$ cat src/rtl/sweep_vector_sequencer.sv
// sweep_vector_sequencer
//   Drives every input vector 0 .. 2^N_WIDTH-1 into a single-output DUT in
//   ascending order, holds each vector for SETTLE_CYCLES cycles, samples the
//   DUT output and offers a (vector, bit) record to a logger over valid/ready.
//   A 16-bit MISR signature and a ones count summarise the sweep.
//
// Ports
//   CK          clock, rising edge
//   reset       asynchronous active-low reset
//   start       one-cycle sweep request, honoured only when idle
//   abort       synchronous cancel of an in-progress sweep
//   vec_out     vector applied to the DUT inputs
//   dut_out     observed DUT output bit
//   rec_valid   record available
//   rec_ready   logger accepts record
//   rec_vec     vector of the current record
//   rec_bit     sampled DUT bit of the current record
//   busy        high whenever not idle
//   done        one-cycle pulse on normal sweep completion
//   ones_count  number of sampled ones in the current/last sweep
//   signature   MISR over the sampled bits
module sweep_vector_sequencer #(
    parameter int          N_WIDTH       = 5,
    parameter int          SETTLE_CYCLES = 1,
    parameter logic [15:0] SIG_POLY      = 16'h1021
) (
    input  logic               CK,
    input  logic               reset,
    input  logic               start,
    input  logic               abort,
    output logic [N_WIDTH-1:0] vec_out,
    input  logic               dut_out,
    output logic               rec_valid,
    input  logic               rec_ready,
    output logic [N_WIDTH-1:0] rec_vec,
    output logic               rec_bit,
    output logic               busy,
    output logic               done,
    output logic [N_WIDTH:0]   ones_count,
    output logic [15:0]        signature
);

    localparam int CNT_W = (SETTLE_CYCLES < 2) ? 1 : $clog2(SETTLE_CYCLES + 1);
    localparam logic [CNT_W-1:0] SETTLE_LOAD = CNT_W'(SETTLE_CYCLES);

    typedef enum logic [2:0] {
        S_IDLE,
        S_SETTLE,
        S_SAMPLE,
        S_EMIT,
        S_DONE
    } state_e;

    state_e             state_q, state_d;
    logic [N_WIDTH-1:0] vec_q, vec_d;
    logic [CNT_W-1:0]   cnt_q, cnt_d;
    logic [N_WIDTH-1:0] rec_vec_q, rec_vec_d;
    logic               rec_bit_q, rec_bit_d;
    logic [N_WIDTH:0]   ones_q, ones_d;
    logic [15:0]        sig_q, sig_d;
    logic [15:0]        sig_next;

    // One MISR step: shift, fold in the polynomial on carry-out, xor the new bit.
    always_comb begin
        sig_next = {sig_q[14:0], 1'b0} ^ (sig_q[15] ? SIG_POLY : 16'h0000)
                   ^ {15'b0, dut_out};
    end

    always_comb begin
        state_d   = state_q;
        vec_d     = vec_q;
        cnt_d     = cnt_q;
        rec_vec_d = rec_vec_q;
        rec_bit_d = rec_bit_q;
        ones_d    = ones_q;
        sig_d     = sig_q;

        unique case (state_q)
            S_IDLE: begin
                if (start && !abort) begin
                    vec_d   = '0;
                    ones_d  = '0;
                    sig_d   = '0;
                    cnt_d   = SETTLE_LOAD;
                    state_d = S_SETTLE;
                end
            end
            S_SETTLE: begin
                if (abort) begin
                    vec_d   = '0;
                    state_d = S_IDLE;
                end else begin
                    cnt_d = cnt_q - 1'b1;
                    if (cnt_q == CNT_W'(1)) begin
                        state_d = S_SAMPLE;
                    end
                end
            end
            S_SAMPLE: begin
                // Abort wins over the sample so the counters freeze at their
                // partial values.
                if (abort) begin
                    vec_d   = '0;
                    state_d = S_IDLE;
                end else begin
                    rec_vec_d = vec_q;
                    rec_bit_d = dut_out;
                    ones_d    = ones_q + (N_WIDTH + 1)'(dut_out);
                    sig_d     = sig_next;
                    state_d   = S_EMIT;
                end
            end
            S_EMIT: begin
                if (abort) begin
                    vec_d   = '0;
                    state_d = S_IDLE;
                end else if (rec_ready) begin
                    if (vec_q == '1) begin
                        state_d = S_DONE;
                    end else begin
                        vec_d   = vec_q + 1'b1;
                        cnt_d   = SETTLE_LOAD;
                        state_d = S_SETTLE;
                    end
                end
            end
            S_DONE: begin
                state_d = S_IDLE;
            end
            default: begin
                state_d = S_IDLE;
            end
        endcase
    end

    always_ff @(posedge CK or negedge reset) begin
        if (!reset) begin
            state_q   <= S_IDLE;
            vec_q     <= '0;
            cnt_q     <= '0;
            rec_vec_q <= '0;
            rec_bit_q <= 1'b0;
            ones_q    <= '0;
            sig_q     <= '0;
        end else begin
            state_q   <= state_d;
            vec_q     <= vec_d;
            cnt_q     <= cnt_d;
            rec_vec_q <= rec_vec_d;
            rec_bit_q <= rec_bit_d;
            ones_q    <= ones_d;
            sig_q     <= sig_d;
        end
    end

    // Status outputs decode the state register directly, so an asynchronous
    // reset clears them without waiting for a clock edge.
    always_comb begin
        vec_out    = vec_q;
        rec_vec    = rec_vec_q;
        rec_bit    = rec_bit_q;
        rec_valid  = (state_q == S_EMIT);
        busy       = (state_q != S_IDLE);
        done       = (state_q == S_DONE);
        ones_count = ones_q;
        signature  = sig_q;
    end

endmodule
$ cat config.mk
export PLATFORM = sky130hd
export DESIGN_NAME = sweep_vector_sequencer
export DESIGN_NICKNAME = d
export VERILOG_FILES = /design/src/rtl/sweep_vector_sequencer.sv
export SDC_FILE = /design/constraint.sdc
export NUM_CORES = 1
export LEC_CHECK = 0
export ABC_AREA = 1
export ABC_CLOCK_PERIOD_IN_PS = 4660
export CAP_MARGIN = 10
export CORE_ASPECT_RATIO = 0.7
export CORE_MARGIN = 3
export CORE_UTILIZATION = 54
export CTS_CLUSTER_DIAMETER = 40
export DETAILED_ROUTE_END_ITERATION = 8
export PLACE_DENSITY_LB_ADDON = 0.2
export SYNTH_ARGS = -nofsm -noshare
export SYNTH_HDL_FRONTEND = slang
export SYNTH_SLANG_ARGS = --single-unit
$ cat constraint.sdc
create_clock -name CK -period 4.66 [get_ports CK]
set_input_delay 0.466 -clock CK [delete_from_list [all_inputs] [get_ports CK]]
set_output_delay 0.466 -clock CK [all_outputs]
set_load 0.03 [all_outputs]
==> reports/metrics.cfg, run 1 <==
[routing]
detail-route-antenna-nets = 0
vias_per_cell = 5.179
wl_per_cell_um = 12.31
wl_um = 3926
via_count = 1652
initialDrtViolationCount = 123
drt_first_pass_iters = 4
route.detailed.drc = 0

[worst_setup_path]
critPathBufInv = 2
cpMostUsedCell = nand2_1
crit_family = simple AND/OR/NAND/NOR gates
rr_startpoint = state_q[0]
cp_data_arrival_time_ns = 2.65
endpoint_kind = register
r2r_end = signature[13]
critPathKind = in2reg
r2r_setup_slack_ns = 2.58
path_cells = clkdlybuf4s50_1 -> inv_1 -> nand4_1 -> nand2_1 -> nand2_2 -> nand2_1 -> o21ai_1
cp_slowest_cell = nand4_1
path_max_fanout = 43
worst_r2r_path_depth = 6
required_ns = 4.80
start_kind = primary input
cpPeakStageDelay_ns = 0.49

[timing]
tightest_slew_ns = 0.7996
final.setup.tns_ns = 0
finalSetupViolations = 0
slew_headroom = 0.4669
grt_setup_unrepaired = false
hold_violations = 0
slew_violations = 0
finClkSkew_ns = 0.004405
period_share = 0.5392
fmax_mhz = 398.0
finalCriticalPeriod_ns = 2.513

[clocking]
htreeDepth = 2
insertion_delay_ns = 0.28
cts_buffer_depth = 2
numCtsBuffers = 5
cts_tree = done
clock_sinks = 37
clk_pin_slew_worst_paths_ns = 0.07
cts_hold_buf = 0
postCtsSetupRepairBufs = 0
cts_root_buf = clkbuf_8
cts_resized = 0

[synth]
netlist_area_um2 = 1873
ys_seq_elements = 37
yosys_warnings = 0
ys_seq_area_frac = 0.4943
netlist_instances = 232
avgSynthCellArea_um2 = 8.073
synth_fp_nets = 243
synth_cell_types = 21

[global_route]
grt_overflow = 0
grt_pass1_vias = 1458
grtUsageTotal = 0.1984
antenna_found_initial = 0
grt_pass1_wl_um = 6817
grt_max_degree = 44

[die]
chipWidth_um = 76.39
die_area_um2 = 4222
rows = 17
die_y_um = 55.28
core_area_um2 = 3233
initial_utilization = 0.5793
io_pins = 42

[pwr]
p_leak_nw = 1.115
power_density_nw_per_um2 = 413.5
vdd_ir_drop_max_mv = 0.2251
total_power_mw = 0.9821

[layout]
layout.cells.most_common = nand2_1
final_nets = 283
diodes = 0
final_cell_mix = nand2_1, clkdlybuf4s50_1, dfrtp_1
nFillCells = 276
drive_gt1_frac = 0.06250
synthToLayoutAreaGrowth_pct = 26.79

[placed_design]
globalplace.congestion = 0.8676
hpwl_um = 2755
port_buffers = 41

[status]
status = complete, no violations

[worst_hold_path]
worstHoldPathType = in2async

[flow_run]
maxCapViolCount = 0

state kept, by name (all words and copies together), names as in the netlist:
name / flops
rec_bit: 1
signature: 16
rec_vec: 5
vec_out: 5
cnt_q: 1
state_q: 3
ones_count: 6
worst max path at each step:
stage	to	depth (start not counted)	slack, ns	from
final	signature[13]	7	2.15	abort
after global routing	signature[13]	7	1.86	abort
after CTS	signature[13]	7	2.14	abort
after detailed placement	signature[13]	7	1.89	abort
after global placement	ones_count[5]	7	2.05	abort
after floorplan	vec_out[0]	9	3.01	vec_out[0]
logic make-up (layout without fill, tap and decap cells):
group	count (synthesis)	count (layout)	synth area share
adders and majority gates	5	5	0.03340
and+or+nand+nor	124	124	0.2832
DFF	37	37	0.4943
xor gates and xnor gates	6	6	0.02806
AOI/OAI and AO/OA	34	34	0.09886
buffers and inverters	26	66	0.06212
layer usage:
metal | track usage | part of all wire | up-vias
met5 | 0 | 0 | -
met1 | 0.2946 | 0.50 | 765
met4 | 0.05426 | 0.0051 | 0
li1 | - | - | 826
met2 | 0.2916 | 0.43 | 57
met3 | 0.04723 | 0.056 | 4
report_power, final:
| part | leakage [nW] | internal, mW | total [mW] | switching, mW |
|---|---|---|---|---|
| logic | 0.560 | 0.105 | 0.381 | 0.276 |
| clock network | 0.0443 | 0.117 | 0.220 | 0.103 |
| registers | 0.510 | 0.349 | 0.381 | 0.0318 |
synth_stat cells, drive strengths merged:
| cell | number | area share |
|---|---|---|
| dfrtp | 37 | 0.49 |
| o21bai | 6 | 0.024 |
| clkbuf | 1 | 0.0020 |
| inv | 18 | 0.036 |
| buf | 7 | 0.024 |
| nor2 | 14 | 0.033 |
| xor2 | 6 | 0.028 |
| a21oi | 2 | 0.0053 |
| nand2 | 82 | 0.17 |
| o21ai | 26 | 0.069 |
| nand3 | 21 | 0.061 |
| nand4 | 4 | 0.013 |
| ha | 5 | 0.033 |
| nor3 | 3 | 0.0080 |
final cells by class:
type / count / area [um2] / area share
Timing Repair Buffer: 41 / 405.4 / 0.1707
Clock buffer: 7 / 86.33 / 0.03635
Inverter: 18 / 67.56 / 0.02845
Sequential cell: 37 / 925.9 / 0.3899
Multi-Input combinational cell: 169 / 830.8 / 0.3498
Tap cell: 47 / 58.81 / 0.02476
through the flow:
stage	hold slack (ns)	instance area, um2	cells	util	setup WS [ns]
6_report	0.2700	2375	319	0.7345	2.147
5_1_grt	0.3240	2375	319	0.7345	1.860
4_1_cts	0.2990	2375	319	0.7345	2.136
3_5_place_dp	0.4811	2288	312	0.7078	1.895
3_3_place_gp	0.4885	2288	312	0.7078	2.045
2_1_floorplan	0.1704	1873	232	-	3.013
worst reg2reg max path, delay by kind of cell (launching register included):
| kind | cells | cell delay, ns |
|---|---|---|
| buffers and inverters | 1 | 0.10 |
| DFF | 1 | 0.47 |
| AOI/OAI and AO/OA | 1 | 0.09 |
| and+or+nand+nor | 4 | 1.28 |
Note: power is estimated with default switching activity, not from simulation.
==> run 2: changes to the inputs <==
- ABC_CLOCK_PERIOD_IN_PS: 4660 -> 2600
- CORE_UTILIZATION: 54 -> 50
- clock period: 4.66 -> 2.6 ns (I/O delays scaled with it)
==> reports/metrics.cfg, run 2 (synthesis gave the netlist of run 1 again) <==
[clocking]
numCtsBuffers = 5
clk_pin_slew_worst_paths_ns = 0.08
cts_resized = 0
postCtsSetupRepairBufs = 0
clock_sinks = 37
cts_tree = done
cts_root_buf = clkbuf_8
cts_hold_buf = 0
htreeDepth = 2
insertion_delay_ns = 0.29
cts_buffer_depth = 2

[layout]
nFillCells = 289
synthToLayoutAreaGrowth_pct = 28.52
final_cell_mix = nand2_1, clkdlybuf4s50_1, dfrtp_1
layout.cells.most_common = nand2_1
final_core_utilization = 0.7163
diodes = 0
postLayoutCellArea_um2 = 2407
largest_reg_flops = 16
stdcell_count = 323
final_nets = 286
drive_gt1_frac = 0.07971

[worst_setup_path]
start_kind = register
cp_slowest_cell = clkdlybuf4s50_1
critPathKind = reg2out
cp_data_arrival_time_ns = 1.81
critPathBufInv = 1
endpoint_kind = output port
crit_family = buffers and inverters
required_ns = 2.34
path_max_fanout = 7
path_cells = nand2_1 -> nor2_4 -> clkdlybuf4s50_1
cpPeakStageDelay_ns = 0.71

[routing]
drt_first_pass_iters = 4
detail-route-antenna-nets = 0
route.detailed.drc = 0
via_count = 1671
wl_per_cell_um = 13.67
initialDrtViolationCount = 115
vias_per_cell = 5.173
wl_um = 4416

[global_route]
grt_pass1_wl_um = 7251
grt_overflow = 0
antenna_found_initial = 0
grtUsageTotal = 0.2072
grt_pass1_vias = 1541
grt_max_degree = 38

[die]
chipWidth_um = 79.16
core_area_um2 = 3361
initial_utilization = 0.5573
rows = 17
die_y_um = 57.21
die_area_um2 = 4528
io_pins = 42

[worst_hold_path]
worstHoldPathType = in2async

[timing]
finalSetupViolations = 0
hold_violations = 0
finClkSkew_ns = 0.005363
whs_ns = 0.05079
final.setup.tns_ns = 0
finalCriticalPeriod_ns = 2.067
slew_violations = 0
slew_headroom = 0.4623
fmax_mhz = 483.8
grt_setup_unrepaired = false
tightest_slew_ns = 0.8066
worst_slack_ns = 0.5329
period_share = 0.7950

[placed_design]
place_area_um2 = 2311
port_buffers = 41
globalplace.congestion = 0.9427
dp.cells = 315
hpwl_um = 3042
post-place-ws_ns = 0.5872

[pwr]
p_leak_nw = 1.135
vdd_ir_drop_max_mv = 0.4617
total_power_mw = 1.844
power_density_nw_per_um2 = 766.0

[flow_run]
maxCapViolCount = 0

[status]
status = complete, no violations

[run 2: worst paths after layout]
check / to / startpoint / cells past startpoint / slack (ns)
worst max-delay path: rec_valid / state_q[0] / 3 / 0.53
worst min-delay path: vec_out[2] / reset / 1 / 0.05
worst max register to register: vec_out[1] / vec_out[0] / 9 / 0.83
worst min register to register: rec_bit / rec_bit / 2 / 0.49
max in group asynchronous: rec_bit / reset / 1 / 2.04
min in group CK: rec_bit / rec_bit / 2 / 0.49
[run 2: metal layers]
metal  vias up  global-route usage  wire [um]
li1        834                   -          -
met1       790              0.2986       2184
met2        42              0.3118       1961
met3         5             0.05205        231
met4         0             0.05882         38
met5         -                   0          0
[run 2: layout make-up]
class	count	area, um2	share of cell area
sequential	37	925.9	0.3846
clock inverter	2	13.76	0.005717
multi-input combinational	169	830.8	0.3451
clock buffer	6	82.58	0.03430
tap	47	58.81	0.02443
inverter	18	67.56	0.02807
timing repair buffer	44	427.9	0.1778
[run 2: power breakdown]
| group | leakage [nW] | total [mW] | internal (mW) | switching (mW) |
|---|---|---|---|---|
| Clock | 0.0512 | 0.426 | 0.215 | 0.211 |
| Sequential | 0.510 | 0.682 | 0.625 | 0.0572 |
| Combinational | 0.574 | 0.735 | 0.219 | 0.516 |
| Total | 1.14 | 1.84 | 1.06 | 0.785 |
